[src/rtl/core_dffr_pkg.sv]
// Shared mode encoding and helpers for the configurable set/reset register pipe.
package core_dffr_pkg;

  typedef enum logic [1:0] {
    CBIT_GCLR = 2'b00,
    CBIT_GSET = 2'b01,
    CBIT_FCLR = 2'b10,
    CBIT_FSET = 2'b11
  } cbit_e;

  function automatic logic is_forced(input cbit_e mode);
    return mode[1];
  endfunction

endpackage

[src/rtl/core_dffr_stage.sv]
// One pipeline stage: WIDTH-bit data register plus valid tag.
// Priority is power-up reset, then clear-to-value, then load, then hold.
module core_dffr_stage #(
  parameter int               WIDTH = 8,
  parameter logic [WIDTH-1:0] INIT  = '0
) (
  input  logic             clk,
  input  logic             purst,
  input  logic             ld,
  input  logic             clr,
  input  logic [WIDTH-1:0] clr_val,
  input  logic [WIDTH-1:0] d,
  input  logic             d_vld,
  output logic [WIDTH-1:0] q,
  output logic             q_vld
);

  logic [WIDTH-1:0] data_q, data_d;
  logic             vld_q, vld_d;

  always_comb begin
    data_d = data_q;
    vld_d  = vld_q;
    if (clr) begin
      data_d = clr_val;
      vld_d  = 1'b0;
    end else if (ld) begin
      data_d = d;
      vld_d  = d_vld;
    end
  end

  always_ff @(posedge clk) begin
    if (purst) begin
      data_q <= INIT;
      vld_q  <= 1'b0;
    end else begin
      data_q <= data_d;
      vld_q  <= vld_d;
    end
  end

  assign q     = data_q;
  assign q_vld = vld_q;

endmodule

[src/rtl/core_dffr_pipe.sv]
// WIDTH x DEPTH register pipe with clock enable, valid tag and a registered
// set/reset mode that selects gated or forced clear/set of every stage.
module core_dffr_pipe
  import core_dffr_pkg::*;
#(
  parameter int               WIDTH   = 8,
  parameter int               DEPTH   = 2,
  parameter logic [WIDTH-1:0] INIT    = '0,
  parameter logic [WIDTH-1:0] SET_VAL = '1
) (
  input  logic             clk,
  input  logic             purst,
  input  logic             ce,
  input  logic [WIDTH-1:0] d,
  input  logic             d_vld,
  input  logic             S_R,
  input  logic             cfg_we,
  input  logic [1:0]       cfg_cbit,
  output logic [1:0]       cbit,
  output logic [WIDTH-1:0] q,
  output logic             q_vld
);

  cbit_e mode_q;

  always_ff @(posedge clk) begin
    if (purst)       mode_q <= CBIT_GCLR;
    else if (cfg_we) mode_q <= cbit_e'(cfg_cbit);
  end

  assign cbit = mode_q;

  // An unknown mode falls to the default arm: S_R does nothing, shift proceeds.
  logic sr_act, sr_set;
  always_comb begin
    sr_act = 1'b0;
    sr_set = 1'b0;
    case (mode_q)
      CBIT_GCLR, CBIT_GSET, CBIT_FCLR, CBIT_FSET: begin
        sr_act = S_R & (is_forced(mode_q) | ce);
        sr_set = mode_q[0];
      end
      default: ;
    endcase
  end

  logic             ld;
  logic [WIDTH-1:0] clr_val;
  assign ld      = ce & ~sr_act;
  assign clr_val = sr_set ? SET_VAL : '0;

  logic [DEPTH-1:0][WIDTH-1:0] stg_q;
  logic [DEPTH-1:0]            vld_q;

  for (genvar i = 0; i < DEPTH; i++) begin : g_stage
    logic [WIDTH-1:0] din;
    logic             din_vld;
    if (i == 0) begin : g_head
      assign din     = d;
      assign din_vld = d_vld;
    end else begin : g_body
      assign din     = stg_q[i-1];
      assign din_vld = vld_q[i-1];
    end

    core_dffr_stage #(.WIDTH(WIDTH), .INIT(INIT)) u_stage (
      .clk     (clk),
      .purst   (purst),
      .ld      (ld),
      .clr     (sr_act),
      .clr_val (clr_val),
      .d       (din),
      .d_vld   (din_vld),
      .q       (stg_q[i]),
      .q_vld   (vld_q[i])
    );
  end

  assign q     = stg_q[DEPTH-1];
  assign q_vld = vld_q[DEPTH-1];

endmodule

[config.mk]
export PLATFORM = sky130hd
export DESIGN_NAME = core_dffr_pipe
export DESIGN_NICKNAME = d
export VERILOG_FILES = /design/src/rtl/core_dffr_pkg.sv /design/src/rtl/core_dffr_stage.sv /design/src/rtl/core_dffr_pipe.sv
export SDC_FILE = /design/constraint.sdc
export NUM_CORES = 1
export LEC_CHECK = 0
export CAP_MARGIN = 15
export CORE_AREA = 3 3 46 56
export CTS_CLUSTER_DIAMETER = 50
export DETAILED_ROUTE_END_ITERATION = 16
export DIE_AREA = 0 0 49 59
export PLACE_DENSITY_LB_ADDON = 0.2
export SETUP_SLACK_MARGIN = 0.15
export SLEW_MARGIN = 20
export SYNTH_ARGS = -nofsm -noshare
export SYNTH_HDL_FRONTEND = slang
export SYNTH_SLANG_ARGS = --single-unit
[constraint.sdc]
create_clock -name clk -period 3.7 [get_ports clk]
set_clock_uncertainty 0.2 [all_clocks]
set_input_delay 0.74 -clock clk [delete_from_list [all_inputs] [get_ports clk]]
set_output_delay 0.74 -clock clk [all_outputs]
set_load 0.02 [all_outputs]
==> impl_metrics.tcl, run 1 <==
set metrics [dict create \
    first_pass_iters 4 \
    area_growth_pct 31.2 \
    synth_cell_type_count 13 \
    fillers 185 \
    ys_ff_latch 20 \
    crit_path_end_kind "output pin" \
    slew_headroom_pct 36.2 \
    dpl-instance-area_mm2 0.00118 \
    rrSetupSlack_ps 2050 \
    port_buffers 26 \
    diodes 0 \
    setup_viol 0 \
    start_kind "flop" \
    die_w_um 49 \
    hpwlAfterDp_um 1180 \
    hold_viol 0 \
    period_minus_slack_ps 2260 \
    vias_per_cell 5.45 \
    grt_overflow 0 \
    synth_commonest_cells "20 x dfxtp_1, 20 x mux2i_1, 10 x a221oi_2, 6 x a221oi_1, 4 x buf_6" \
    hold_ws_ps 342 \
    leakagePower_nw 0.466 \
    cp_top_family "buffers and inverters" \
    path_clk_slew_ps 110 \
    io_pins 27 \
    cpMaxStageDelayCell "clkdlybuf4s50_1" \
    grt_max_degree 21 \
    powerDensity_mw_per_mm2 425 \
    max_cap_viol_count 0 \
    worstHoldEndpoint "cbit[0]$_SDFFE_PP0P_" \
    wl_um 1770 \
    worstPathArrival_ps 1320 \
    min_from "cbit[0]$_SDFFE_PP0P_" \
    yosys.area.top_type "dfxtp_1" \
    core_area_mm2 0.00209 \
    routedWlPerCell_um 14.1 \
    grt_usage_pct 13.3 \
    max_freq_ghz 0.442 \
    drive_gt1_share_pct 20.8 \
    regToRegStartpoint "cbit[1]$_SDFFE_PP0P_" \
    syn_nets 89 \
    synth_edf_count 0 \
    cts_buffers 3 \
    rsz0062_at_grt "no" \
    yosys_warnings 0 \
    antenna_found_initial 0 \
    die_area_mm2 0.00289 \
    syn_area_per_cell_um2 12.8 \
    outcome "finished, final reports clean" \
    syn-cell-area_um2 937 \
    initial_utilization_pct 44.7 \
    grt_pass1_vias 660 \
    hold_path_class "flop to flop" \
    cts_setup_buffers 0 \
    rows 18 \
    first_iter_violations 12 \
    path_buf_inv 1 \
    critPathRequiredTime_ps 2760 \
    cts_tree "done" \
    multi_input_area_um2 457 \
    gp_congestion 0.730 \
    async_flop_share_pct 0 \
    critPathMaxFanout 4 \
    htree_levels 1 \
    synth_cells 73 \
    timing.rr.end "g_stage[1].u_stage.q[7]$_SDFFE_PP0P_" \
    grt_pass1_wl_um 2970 \
    clkLatencyLatePin_ps 300 \
    drv_slew 0 \
    path_class "flop to output pin" \
    clk_path_buf_depth 2 \
    vias 687 \
    cpPeakStageDelay_ps 630 \
    min_path_cells 2 \
    clock-sinks 20 \
    final_area_mm2 0.00123 \
    worst_pin_slew_ps 954 \
    reg2reg_depth 2 \
    netlist_top_cells_area "dfxtp_1 43%, mux2i_1 21%, a221oi_2 16%" \
    fin_tns_setup_ps 0 \
    die_height_um 59 \
    holdBufCountCts 0 \
    clock-root-buffer "clkbuf_4" \
    yosys_most_used_dff "dfxtp_1" \
    antenna_left 0 \
    final-seq-area_um2 400 \
    cts_resized 0 \
    drc 0 \
    synth.yosys.seq_area_share_pct 42.7 \
    nNetsFinal 113 \
    synth.top_cell.area_share_pct 42.7 \
    fin_crit_sh_pct 61.1 \
    max-vdd-ir-drop_mv 0.365 \
    crit_chain "clkdlybuf4s50_1" \
]
## kinds of logic after synthesis
family / Yosys count / share of synthesized area, %
muxes: 20 / 21.4
DFF: 20 / 42.7
AOI/OAI and AO/OA: 19 / 25.2
buffers and inverters: 10 / 8.54
and+or+nand+nor: 4 / 2.14
## area by class of cell
type	instances	share of cell area, %
tap	30	3.05
sequential	20	32.6
clock buffer	3	1.83
multi-input combinational	43	37.1
timing repair buffer	29	23.0
clock inverter	1	2.44
## worst max-delay path by stage
stage,slack [ps],depth (start not counted),end,startpoint
detailed placement,1210,3,g_stage[1].u_stage.q[7]$_SDFFE_PP0P_,ce
finish,1440,1,cbit[1],cbit[1]$_SDFFE_PP0P_
floorplan,1930,4,g_stage[1].u_stage.q[1]$_SDFFE_PP0P_,ce
global placement,1260,3,g_stage[0].u_stage.q[0]$_SDFFE_PP0P_,ce
global route,1390,1,cbit[1],cbit[1]$_SDFFE_PP0P_
CTS,1420,1,cbit[1],cbit[1]$_SDFFE_PP0P_
## placed cells by master (no fill, tap or decap), drive strengths merged
| cell | netlist | routed |
|---|---|---|
| clkbuf | 2 | 3 |
| nor2 | 2 | 2 |
| a221oi | 16 | 16 |
| bufinv | 0 | 1 |
| or2 | 1 | 1 |
| o21ai | 1 | 1 |
| dfxtp | 20 | 20 |
| mux2i | 20 | 20 |
| nor2b | 1 | 1 |
| clkdlybuf4s50 | 0 | 26 |
| buf | 8 | 3 |
| a211oi | 2 | 2 |
## flip-flops by register name, summed over array words and instances (netlist names)
| signal | count |
|---|---|
| cbit | 2 |
| g_stage.u_stage.q | 16 |
| g_stage.u_stage.q_vld | 2 |
## stage by stage
stage | utilization [%] | instances | power [W] | worst slack [ps]
global route | 58.7 | 126 | 0.000547 | 1390
floorplan | - | 73 | 0.000315 | 1930
CTS | 58.7 | 126 | 0.000531 | 1420
detailed placement | 56.2 | 122 | 0.000352 | 1210
global placement | 56.2 | 122 | 0.000350 | 1260
finish | 58.7 | 126 | 0.000523 | 1440
## power by group
group,leakage (nW),internal [W],total [W],switching (W)
Sequential,0.165,0.000232,0.000240,0.00000826
Combinational,0.273,0.0000536,0.000106,0.0000522
Clock,0.0279,0.000109,0.000177,0.0000675
Total,0.466,0.000395,0.000523,0.000128
## metal layers
metal	track usage (%)	part of all wire, %
met1	16.7	47
met2	21.2	46
met3	3.02	5.5
met4	7.32	1.1
met5	0	0
(Power assumes the default switching activity.)
==> inputs of run 2 (changes only) <==
==> constraint.sdc (replaced) <==
create_clock -name clk -period 2.1 [get_ports clk]
set_clock_uncertainty 0.2 [all_clocks]
set_input_delay 0.42 -clock clk [delete_from_list [all_inputs] [get_ports clk]]
set_output_delay 0.42 -clock clk [all_outputs]
set_load 0.02 [all_outputs]
==> run 2 against run 1 <==
Effect of this change: first-iteration DRC count rose by 42%; hold slack improved by 5.4 ps; setup slack got worse by 1200 ps; cell area rose by 0.61%; power rose by 59%; cell count rose by 2.4%; routed wire length fell by 1.3%; sequential share of layout area fell by 0.20 points; register-to-register slack got worse by 1600 ps; critical path type unchanged.
==> impl_metrics.tcl, run 2 (same netlist as run 1, synthesis figures left out) <==
set metrics [dict create \
    diodes 0 \
    hold_path_class "flop to flop" \
    start_kind "flop" \
    cpPeakStageDelay_ps 610 \
    grt_overflow 0 \
    antenna_found_initial 0 \
    final_common_cell "clkdlybuf4s50_1" \
    crit_path_end_kind "output pin" \
    p_int_w 0.000611 \
    grt_pass1_vias 717 \
    path_buf_inv 1 \
    gp_congestion 0.703 \
    max-vdd-ir-drop_mv 0.387 \
    seq_power_share_pct 51.0 \
    grt_max_degree 21 \
    clk_path_buf_depth 2 \
    antenna_left 0 \
    hold_ws_ps 347 \
    io_pins 27 \
    cpMaxStageDelayCell "clkdlybuf4s50_1" \
    die_area_mm2 0.00289 \
    crit_chain "clkdlybuf4s50_1" \
    switching_power_w 0.000218 \
    cp_top_family "buffers and inverters" \
    holdBufCountCts 0 \
    path_class "flop to output pin" \
    max_cap_viol_count 0 \
    drive_gt1_share_pct 23.2 \
    port_buffers 26 \
    hpwlAfterDp_um 1210 \
    hold_viol 0 \
    max_freq_ghz 0.534 \
    clock-sinks 20 \
    slew_headroom_pct 39.5 \
    worst_pin_slew_ps 907 \
    powerDensity_mw_per_mm2 670 \
    vias 686 \
    area_growth_pct 32.0 \
    htree_levels 1 \
    core_area_mm2 0.00209 \
    die_height_um 59 \
    pwr-share-comb_pct 22.9 \
    power.total_w 0.000829 \
    drv_slew 0 \
    period_minus_slack_ps 1870 \
    nNetsFinal 116 \
    critPathMaxFanout 2 \
    clkPwrFrac_pct 26.1 \
    rows 18 \
    cts_buffers 3 \
    clkLatencyLatePin_ps 290 \
    rsz0062_at_grt "no" \
    outcome "finished, final reports clean" \
    routedWlPerCell_um 13.6 \
    setup_viol 0 \
    fin_crit_sh_pct 89.2 \
    first_iter_violations 17 \
    layout_common_cells "24 x clkdlybuf4s50_1, 20 x mux2i_1, 20 x dfxtp_1" \
    sw_frac_of_total_pct 26.3 \
    clock-root-buffer "clkbuf_4" \
    leakagePower_nw 0.493 \
    cts_setup_buffers 0 \
    cts_tree "done" \
    grt_usage_pct 12.8 \
    critPathRequiredTime_ps 1480 \
    fillers 189 \
    drc 0 \
    die_w_um 49 \
    first_pass_iters 4 \
    largest_reg_flops 16 \
    worstPathArrival_ps 1250 \
    wl_um 1750 \
    vias_per_cell 5.32 \
    initial_utilization_pct 44.7 \
    path_clk_slew_ps 100 \
    grt_pass1_wl_um 2970 \
]
run 2: power by group through the flow:
stage                     Sequential [W]  Combinational (W)  Clock [W]
after floorplan                 0.000446           0.000108          0
after global placement          0.000431           0.000188          0
after detailed placement        0.000432           0.000192          0
after CTS                       0.000423           0.000191   0.000223
after global routing            0.000426           0.000204   0.000237
final                           0.000423           0.000190   0.000216
run 2: path summary, 6_finish.rpt:
check	start	slack (ps)	endpoint	cells after the start
hold / removal	cbit[0]$_SDFFE_PP0P_	350	cbit[0]$_SDFFE_PP0P_	2
setup reg to reg	cbit[1]$_SDFFE_PP0P_	480	g_stage[1].u_stage.q[7]$_SDFFE_PP0P_	2
setup / recovery	g_stage[1].u_stage.q[2]$_SDFFE_PP0P_	230	q[2]	1
hold reg to reg	cbit[0]$_SDFFE_PP0P_	350	cbit[0]$_SDFFE_PP0P_	2
run 2: area by class of cell:
cell class	instances	area [um2]	area share (%)
repair buffers	32	307	24.8
multi-input cells	43	457	36.9
clock buffers	4	36.3	2.93
well taps	30	37.5	3.03
flip-flops and latches	20	400	32.4
run 2: what timing repair did:
action	4_1_cts	5_1_grt
resized for setup	1	1
endpoints found under the setup margin	1	1
cloned	0	0
run 2: metal layers:
metal / share of wire [%] / global-route usage (%)
met2: 47 / 21.9
met5: 0 / 0
met4: 0.74 / 4.88
met1: 47 / 16.0
met3: 5.7 / 2.77
run 2: stage by stage:
step	utilization [%]	setup WS (ps)	cells	area, um2	setup TNS (ps)
3_5_place_dp	57.3	-38.3	125	1200	-199
3_3_place_gp	57.3	20.2	125	1200	0
2_1_floorplan	-	652	73	937	0
6_report	59.1	228	129	1240	0
5_1_grt	59.1	175	129	1240	0
4_1_cts	59.0	184	129	1230	0
